===== config.mk =====
export PLATFORM = sky130hd
export DESIGN_NAME = trading_decision_engine
export DESIGN_NICKNAME = d
export VERILOG_FILES = /design/src/rtl/trading_decision_engine.sv
export SDC_FILE = /design/constraint.sdc
export NUM_CORES = 2
export LEC_CHECK = 0
export BUFFER_PORTS_ARGS = -buffer_cell sky130_fd_sc_hd__buf_2
export CORE_MARGIN = 1
export CORE_UTILIZATION = 55
export CTS_CLUSTER_DIAMETER = 120
export CTS_CLUSTER_SIZE = 16
export DETAILED_ROUTE_END_ITERATION = 8
export PLACE_DENSITY = 0.76
export SLEW_MARGIN = 20
export SYNTH_ARGS = -nofsm -noshare
export SYNTH_HDL_FRONTEND = slang
export SYNTH_SLANG_ARGS = --single-unit

===== constraint.sdc =====
create_clock -name clk -period 9.4 [get_ports clk]
set_clock_uncertainty 0.15 [all_clocks]
set_input_delay 1.88 -clock clk [delete_from_list [all_inputs] [get_ports clk]]
set_output_delay 1.88 -clock clk [all_outputs]
set_load 0.02 [all_outputs]

===== src/rtl/trading_decision_engine.sv =====
// trading_decision_engine
//   Evaluates qualifying Trade messages against runtime buy/sell thresholds.
//   It enforces a signed net-position limit and a post-decision cooldown, and
//   queues accepted decisions in a FIFO with a valid/ready output.
//
// Ports:
//   clk, rst            clock, synchronous active-high reset
//   cfg_*               runtime configuration, sampled combinationally each cycle
//   msg_*, order_id,
//   price, size         one-cycle message strobe and payload from the parser
//   decision_*          FIFO head towards order entry (valid/ready)
//   position            signed net position of accepted decisions
//   drop_count          saturating count of decisions lost to a full FIFO
//   fifo_level          current FIFO occupancy
//
// Handshake: decision_valid is high whenever the FIFO holds an entry. A pop
// happens on any rising edge where decision_valid & decision_ready. While
// valid is high and ready is low, every decision_* output holds.
module trading_decision_engine #(
    parameter int          ID_W       = 64,
    parameter int          PRICE_W    = 32,
    parameter int          SIZE_W     = 32,
    parameter int          POS_W      = 40,
    parameter logic [7:0]  TRADE_TYPE = 8'h05,
    parameter int          FIFO_DEPTH = 4,
    parameter int          COOLDOWN   = 0
) (
    input  logic                          clk,
    input  logic                          rst,
    input  logic                          cfg_enable,
    input  logic [PRICE_W-1:0]            cfg_buy_thresh,
    input  logic [PRICE_W-1:0]            cfg_sell_thresh,
    input  logic [POS_W-2:0]              cfg_pos_limit,
    input  logic                          msg_valid,
    input  logic [7:0]                    msg_type,
    input  logic [ID_W-1:0]               order_id,
    input  logic [PRICE_W-1:0]            price,
    input  logic [SIZE_W-1:0]             size,
    output logic                          decision_valid,
    input  logic                          decision_ready,
    output logic                          decision_side,
    output logic [ID_W-1:0]               decision_order_id,
    output logic [PRICE_W-1:0]            decision_price,
    output logic [SIZE_W-1:0]             decision_size,
    output logic [POS_W-1:0]              position,
    output logic [15:0]                   drop_count,
    output logic [$clog2(FIFO_DEPTH):0]   fifo_level
);

    localparam int PTR_W = $clog2(FIFO_DEPTH);
    localparam int LVL_W = PTR_W + 1;
    localparam int CD_W  = (COOLDOWN > 0) ? $clog2(COOLDOWN + 1) : 1;
    localparam int ENT_W = 1 + ID_W + PRICE_W + SIZE_W;

    logic [ENT_W-1:0] mem_q [FIFO_DEPTH];
    logic [ENT_W-1:0] mem_d [FIFO_DEPTH];
    logic [ENT_W-1:0] head_q, head_d;
    logic [PTR_W-1:0] wr_ptr_q, wr_ptr_d, rd_ptr_q, rd_ptr_d;
    logic [LVL_W-1:0] level_q, level_d;
    logic [POS_W-1:0] position_q, position_d;
    logic [CD_W-1:0]  cooldown_q, cooldown_d;
    logic [15:0]      drop_q, drop_d;

    logic candidate, want_buy, want_sell, buy_ok, sell_ok;
    logic decide, side, pop, push, drop;
    logic [ENT_W-1:0] new_entry;

    // Limit arithmetic is one bit wider than the position so that the sum or
    // difference with a full-width size can never wrap.
    logic signed [POS_W:0] pos_ext, size_ext, lim_ext, pos_buy, pos_sell;

    always_comb begin
        pos_ext  = {position_q[POS_W-1], position_q};
        size_ext = {{(POS_W + 1 - SIZE_W){1'b0}}, size};
        lim_ext  = {2'b00, cfg_pos_limit};
        pos_buy  = pos_ext + size_ext;
        pos_sell = pos_ext - size_ext;
        buy_ok   = (pos_buy <= lim_ext);
        sell_ok  = (pos_sell >= -lim_ext);

        candidate = msg_valid && cfg_enable && (msg_type == TRADE_TYPE) &&
                    (size != '0) && (cooldown_q == '0);
        // Buy has priority when both thresholds match.
        want_buy  = (price < cfg_buy_thresh);
        want_sell = !want_buy && (price > cfg_sell_thresh);
        side      = !want_buy;
        decide    = candidate && ((want_buy && buy_ok) || (want_sell && sell_ok));

        pop  = (level_q != '0) && decision_ready;
        // A full FIFO still accepts when the head leaves in the same cycle.
        push = decide && ((level_q < LVL_W'(FIFO_DEPTH)) || pop);
        drop = decide && !push;

        new_entry = {side, order_id, price, size};

        position_d = position_q;
        if (push) position_d = side ? pos_sell[POS_W-1:0] : pos_buy[POS_W-1:0];

        cooldown_d = cooldown_q;
        if (push)                   cooldown_d = CD_W'(COOLDOWN);
        else if (cooldown_q != '0)  cooldown_d = cooldown_q - CD_W'(1);

        drop_d = drop_q;
        if (drop && (drop_q != 16'hFFFF)) drop_d = drop_q + 16'd1;

        level_d = level_q;
        if (push && !pop)      level_d = level_q + LVL_W'(1);
        else if (pop && !push) level_d = level_q - LVL_W'(1);

        wr_ptr_d = push ? wr_ptr_q + PTR_W'(1) : wr_ptr_q;
        rd_ptr_d = pop  ? rd_ptr_q + PTR_W'(1) : rd_ptr_q;

        mem_d = mem_q;
        if (push) mem_d[wr_ptr_q] = new_entry;

        // The head register looks at the post-write memory so a push into an
        // empty FIFO appears on the outputs one edge later; when the FIFO
        // drains, the last head is held.
        head_d = (level_d != '0) ? mem_d[rd_ptr_d] : head_q;
    end

    always_ff @(posedge clk) begin
        if (rst) begin
            for (int i = 0; i < FIFO_DEPTH; i++) mem_q[i] <= '0;
            head_q     <= '0;
            wr_ptr_q   <= '0;
            rd_ptr_q   <= '0;
            level_q    <= '0;
            position_q <= '0;
            cooldown_q <= '0;
            drop_q     <= '0;
        end else begin
            mem_q      <= mem_d;
            head_q     <= head_d;
            wr_ptr_q   <= wr_ptr_d;
            rd_ptr_q   <= rd_ptr_d;
            level_q    <= level_d;
            position_q <= position_d;
            cooldown_q <= cooldown_d;
            drop_q     <= drop_d;
        end
    end

    assign decision_valid = (level_q != '0);
    assign {decision_side, decision_order_id, decision_price, decision_size} = head_q;
    assign position   = position_q;
    assign drop_count = drop_q;
    assign fifo_level = level_q;

endmodule


==> impl_metrics.csv <==
group,metric,value,unit
global_route,grt.overflow.total,0,
logic_synthesis,post_synthesis_instance_area,37600,um2
die,die_area,69400,um2
logic_synthesis,async_flop_share,0,%
power,powerDensity,202,nW/um2
hold_path,holdCritPathClass,"reg -> reg",
layout,final_nets,5536,
detailed_routing,routed_wire_length_per_instance,20.4,um
layout,area_growth,10.8,%
clocking,cts-resized-gates,0,
job,maxCapViolCount,0,
detailed_routing,drt_pre_antenna_iters,6,
critical_path,r2r-end,"head_q[35]",
logic_synthesis,synth.distinct_cells,85,
critical_path,worst_setup_slack_for_register_to_register_paths,1.94,ns
critical_path,cp_max_fo,28,
detailed_routing,post_detailed_route_drc_marker_count,0,
sta,timing.final.crit_share,91.5,%
clocking,clock_tree.buffer_depth,3,
logic_synthesis,ranking_of_synthesized_cells_by_area,"sky130_fd_sc_hd__dfxtp_1, sky130_fd_sc_hd__nand2_1, sky130_fd_sc_hd__a21oi_1",
detailed_routing,route.vias.total,36600,
sta,fmax,116,MHz
die,floorplan.io_pins,433,
detailed_routing,routed-wl-met3,9.98,mm
detailed_routing,wirelength_met1,48.9,mm
global_route,grtUsageTotal,33.9,%
critical_path,worstSetupEndpoint,"head_q[91]",
placement,dp_hpwl,77.0,mm
critical_path,r2r-start,"position[0]",
clocking,cts.repair_timing.setup_buffer_count,0,
logic_synthesis,syn_avg_cell_area,7.63,um2
critical_path,critical_path_arrival,8.95,ns
placement,place_congestion,0.967,
logic_synthesis,synth_seq_area_share,37.8,%
logic_synthesis,yosys_register_bits,709,
sta,hold_slack,0.302,ns
die,die_x,263,um
clocking,clk_pin_slew,0.07,ns
sta,slew_violations,0,
detailed_routing,dr_wl_met2,58.0,mm
clocking,clkLatencyLatePin,0.63,ns
clocking,tritoncts_clock_tree,"done",
sta,finalSetupTns,0,ns
placement,port-buffer-count,432,
die,placement_rows,95,
clocking,clock-root-buffer,"sky130_fd_sc_hd__clkbuf_16",
die,die_y,263,um
critical_path,critPathKind,"in -> reg",
logic_synthesis,synth_top_area_share,37.8,%
critical_path,endpoint_kind,"flop",
power,ir_worst_vdd,263,uV
detailed_routing,routed.top_layer,"met5",
logic_synthesis,synth-edff-count,0,
logic_synthesis,yosys.area.top_type,"sky130_fd_sc_hd__dfxtp_1",
detailed_routing,drt.antenna.violating_nets,0,
logic_synthesis,synth-main-ff-cell,"sky130_fd_sc_hd__dfxtp_1",
detailed_routing,detail_route.iter0.violations,3613,
die,initial_core_util,55.7,%
clocking,cts_hold_buffers,0,
critical_path,critPathRequiredTime,9.76,ns
clocking,cts.sink_count,709,
logic_synthesis,synth-warning-count,0,
power,power_leakage,16.4,nW
global_route,grt_first_pass_wirelength,191,mm
status,run_status,"completed",
global_route,grt_pass1_vias,34500,
detailed_routing,finalWirelength,122,mm
sta,timing_worst_slew_pin_value,1.18,ns
critical_path,r2r_cells,29,
global_route,grt_antenna_before_repair,15,
sta,max_slew_margin,20.6,%
detailed_routing,avgViaCountPerCell,6.14,
critical_path,cp-startpoint,"size[6]",
global_route,grt_max_degree,232,
sta,finalSetupViolCount,0,
clocking,htree_levels,2,
logic_synthesis,synth_nets,5385,
sta,period_minus_slack,8.60,ns
sta,hold_violations,0,
die,design.core.area,67400,um2
layout,layout-drive-gt1-share,12.1,%
sta,rsz_0062_raised_after_global_routing,"false",
logic_synthesis,syn_inst,4923,
critical_path,startpoint_type,"primary input",
clocking,cts_buf_count,50,
[critical path, cell delays in order]
cell                        delay (ns)
sky130_fd_sc_hd__buf_2            0.22
sky130_fd_sc_hd__inv_1            0.07
sky130_fd_sc_hd__ha_1             0.44
sky130_fd_sc_hd__nor2b_1          0.08
sky130_fd_sc_hd__a2111oi_1        0.54
sky130_fd_sc_hd__a211oi_1         0.22
sky130_fd_sc_hd__nor3_2           0.42
sky130_fd_sc_hd__o21a_1           0.17
sky130_fd_sc_hd__or3b_2           0.47
sky130_fd_sc_hd__a21boi_0         0.34
sky130_fd_sc_hd__o31ai_1          0.14
sky130_fd_sc_hd__xnor2_1          0.17
sky130_fd_sc_hd__ha_1             0.30
sky130_fd_sc_hd__nand4_1          0.11
sky130_fd_sc_hd__or2_2            0.35
sky130_fd_sc_hd__nor3_1           0.34
sky130_fd_sc_hd__o41ai_1          0.19
sky130_fd_sc_hd__a211o_1          0.37
sky130_fd_sc_hd__o22a_1           0.27
sky130_fd_sc_hd__and3_2           0.33
sky130_fd_sc_hd__o211ai_1         0.26
sky130_fd_sc_hd__buf_12           0.24
sky130_fd_sc_hd__buf_12           0.22
sky130_fd_sc_hd__nor2_1           0.07
sky130_fd_sc_hd__or3_1            0.36
sky130_fd_sc_hd__a311oi_1         0.32
[sequential cells by signal (all words and copies together), names as in the netlist]
signal,cells
drop_count,16
head_q,129
cooldown_q,1
position,40
wr_ptr_q,2
mem_q,516
rd_ptr_q,2
fifo_level,3
[synthesized netlist by cell type, drive strengths merged, types with 23 or more instances]
master	instances
nand2	1099
dfxtp	709
a21oi	612
nor2	412
clkbuf	287
ha	216
inv	187
or3	180
o22ai	177
o221ai	130
buf	116
xnor2	107
a311oi	85
o21ai	61
nor3	54
o211a	47
nand4	43
a211oi	41
nand3	40
a21o	35
mux2i	26
xor2	25
nor4	23
[metal layers]
layer,GRT usage [%],vias up
li1,-,17400
met3,4.81,273
met2,57.2,1650
met4,15.2,6
met1,43.0,17300
met5,0,-
[placed cells by master (no fill, tap or decap), types with 6 or more instances in the layout]
master and count:
sky130_fd_sc_hd__nand4_1 43, sky130_fd_sc_hd__o221ai_1 130, sky130_fd_sc_hd__a21oi_1 612, sky130_fd_sc_hd__a311oi_1 85, sky130_fd_sc_hd__o31ai_1 14, sky130_fd_sc_hd__buf_2 431
sky130_fd_sc_hd__o211ai_1 9, sky130_fd_sc_hd__xor2_1 24, sky130_fd_sc_hd__inv_1 186, sky130_fd_sc_hd__or2_2 6, sky130_fd_sc_hd__or3_1 179, sky130_fd_sc_hd__nor2_1 411
sky130_fd_sc_hd__a21o_1 35, sky130_fd_sc_hd__nand3_1 40, sky130_fd_sc_hd__a21boi_0 7, sky130_fd_sc_hd__and2_1 8, sky130_fd_sc_hd__nand2_1 1091, sky130_fd_sc_hd__a2111oi_0 6
sky130_fd_sc_hd__a31oi_1 14, sky130_fd_sc_hd__a211o_1 6, sky130_fd_sc_hd__o21bai_1 15, sky130_fd_sc_hd__o22ai_1 175, sky130_fd_sc_hd__dfxtp_1 709, sky130_fd_sc_hd__mux2i_1 26
sky130_fd_sc_hd__buf_4 31, sky130_fd_sc_hd__o21ai_0 60, sky130_fd_sc_hd__nor3_1 49, sky130_fd_sc_hd__clkbuf_16 51, sky130_fd_sc_hd__buf_12 39, sky130_fd_sc_hd__nor4_1 20
sky130_fd_sc_hd__nand2b_1 16, sky130_fd_sc_hd__o21a_1 7, sky130_fd_sc_hd__diode_2 12, sky130_fd_sc_hd__a211oi_1 41, sky130_fd_sc_hd__ha_1 216, sky130_fd_sc_hd__xnor2_1 106
sky130_fd_sc_hd__o211a_1 47, sky130_fd_sc_hd__nor2b_1 17
[area by class of cell]
class | count | area [um2]
Multi-Input combinational cell | 3623 | 21100
Fill cell | 6062 | 25800
Antenna cell | 12 | 30.0
Inverter | 188 | 706
Clock inverter | 3 | 43.8
Clock buffer | 52 | 1290
Timing Repair Buffer | 502 | 3190
Tap cell | 873 | 1090
Sequential cell | 709 | 14200
[power by group]
group          switching, mW  total [mW]  internal (mW)  leakage, nW
Clock                   1.06        2.03          0.974        0.656
Sequential             0.130        3.31           3.18         5.73
Combinational           2.02        3.05           1.02         9.97
[how the worst min path moves through the flow]
stage,from,to,slack [ns],cells past startpoint
2_1_floorplan,mem_q[258],mem_q[258],0.28,2
3_3_place_gp,mem_q[350],mem_q[350],0.29,2
3_5_place_dp,mem_q[276],mem_q[276],0.29,2
4_1_cts,mem_q[389],mem_q[389],0.30,2
5_1_grt,mem_q[97],mem_q[97],0.31,2
6_report,mem_q[475],mem_q[475],0.30,2
[kinds of logic (layout without fill, tap and decap cells)]
group | after synthesis | in the layout | synth area share, %
muxes | 29 | 29 | 0.783
DFF | 709 | 709 | 37.8
AOI/OAI and AO/OA | 1302 | 1302 | 22.3
xor gates and xnor gates | 132 | 132 | 3.08
adders and majority gates | 218 | 218 | 7.30
other | 1 | 13 | 0.00998
and+or+nand+nor | 1941 | 1941 | 22.4
buffers and inverters | 591 | 745 | 6.38
[stage by stage]
step | power [mW] | utilization [%] | area, um2 | cells | setup WS, ns
2_1_floorplan | 5.30 | - | 37600 | 4923 | 1.48
3_3_place_gp | 6.32 | 59.7 | 40300 | 5895 | 0.465
3_5_place_dp | 6.36 | 59.7 | 40300 | 5895 | 0.265
4_1_cts | 8.37 | 61.7 | 41600 | 5950 | 0.894
5_1_grt | 8.76 | 61.7 | 41600 | 5961 | 0.274
6_report | 8.39 | 61.8 | 41600 | 5962 | 0.802
Power figures use the tool's default switching activity.
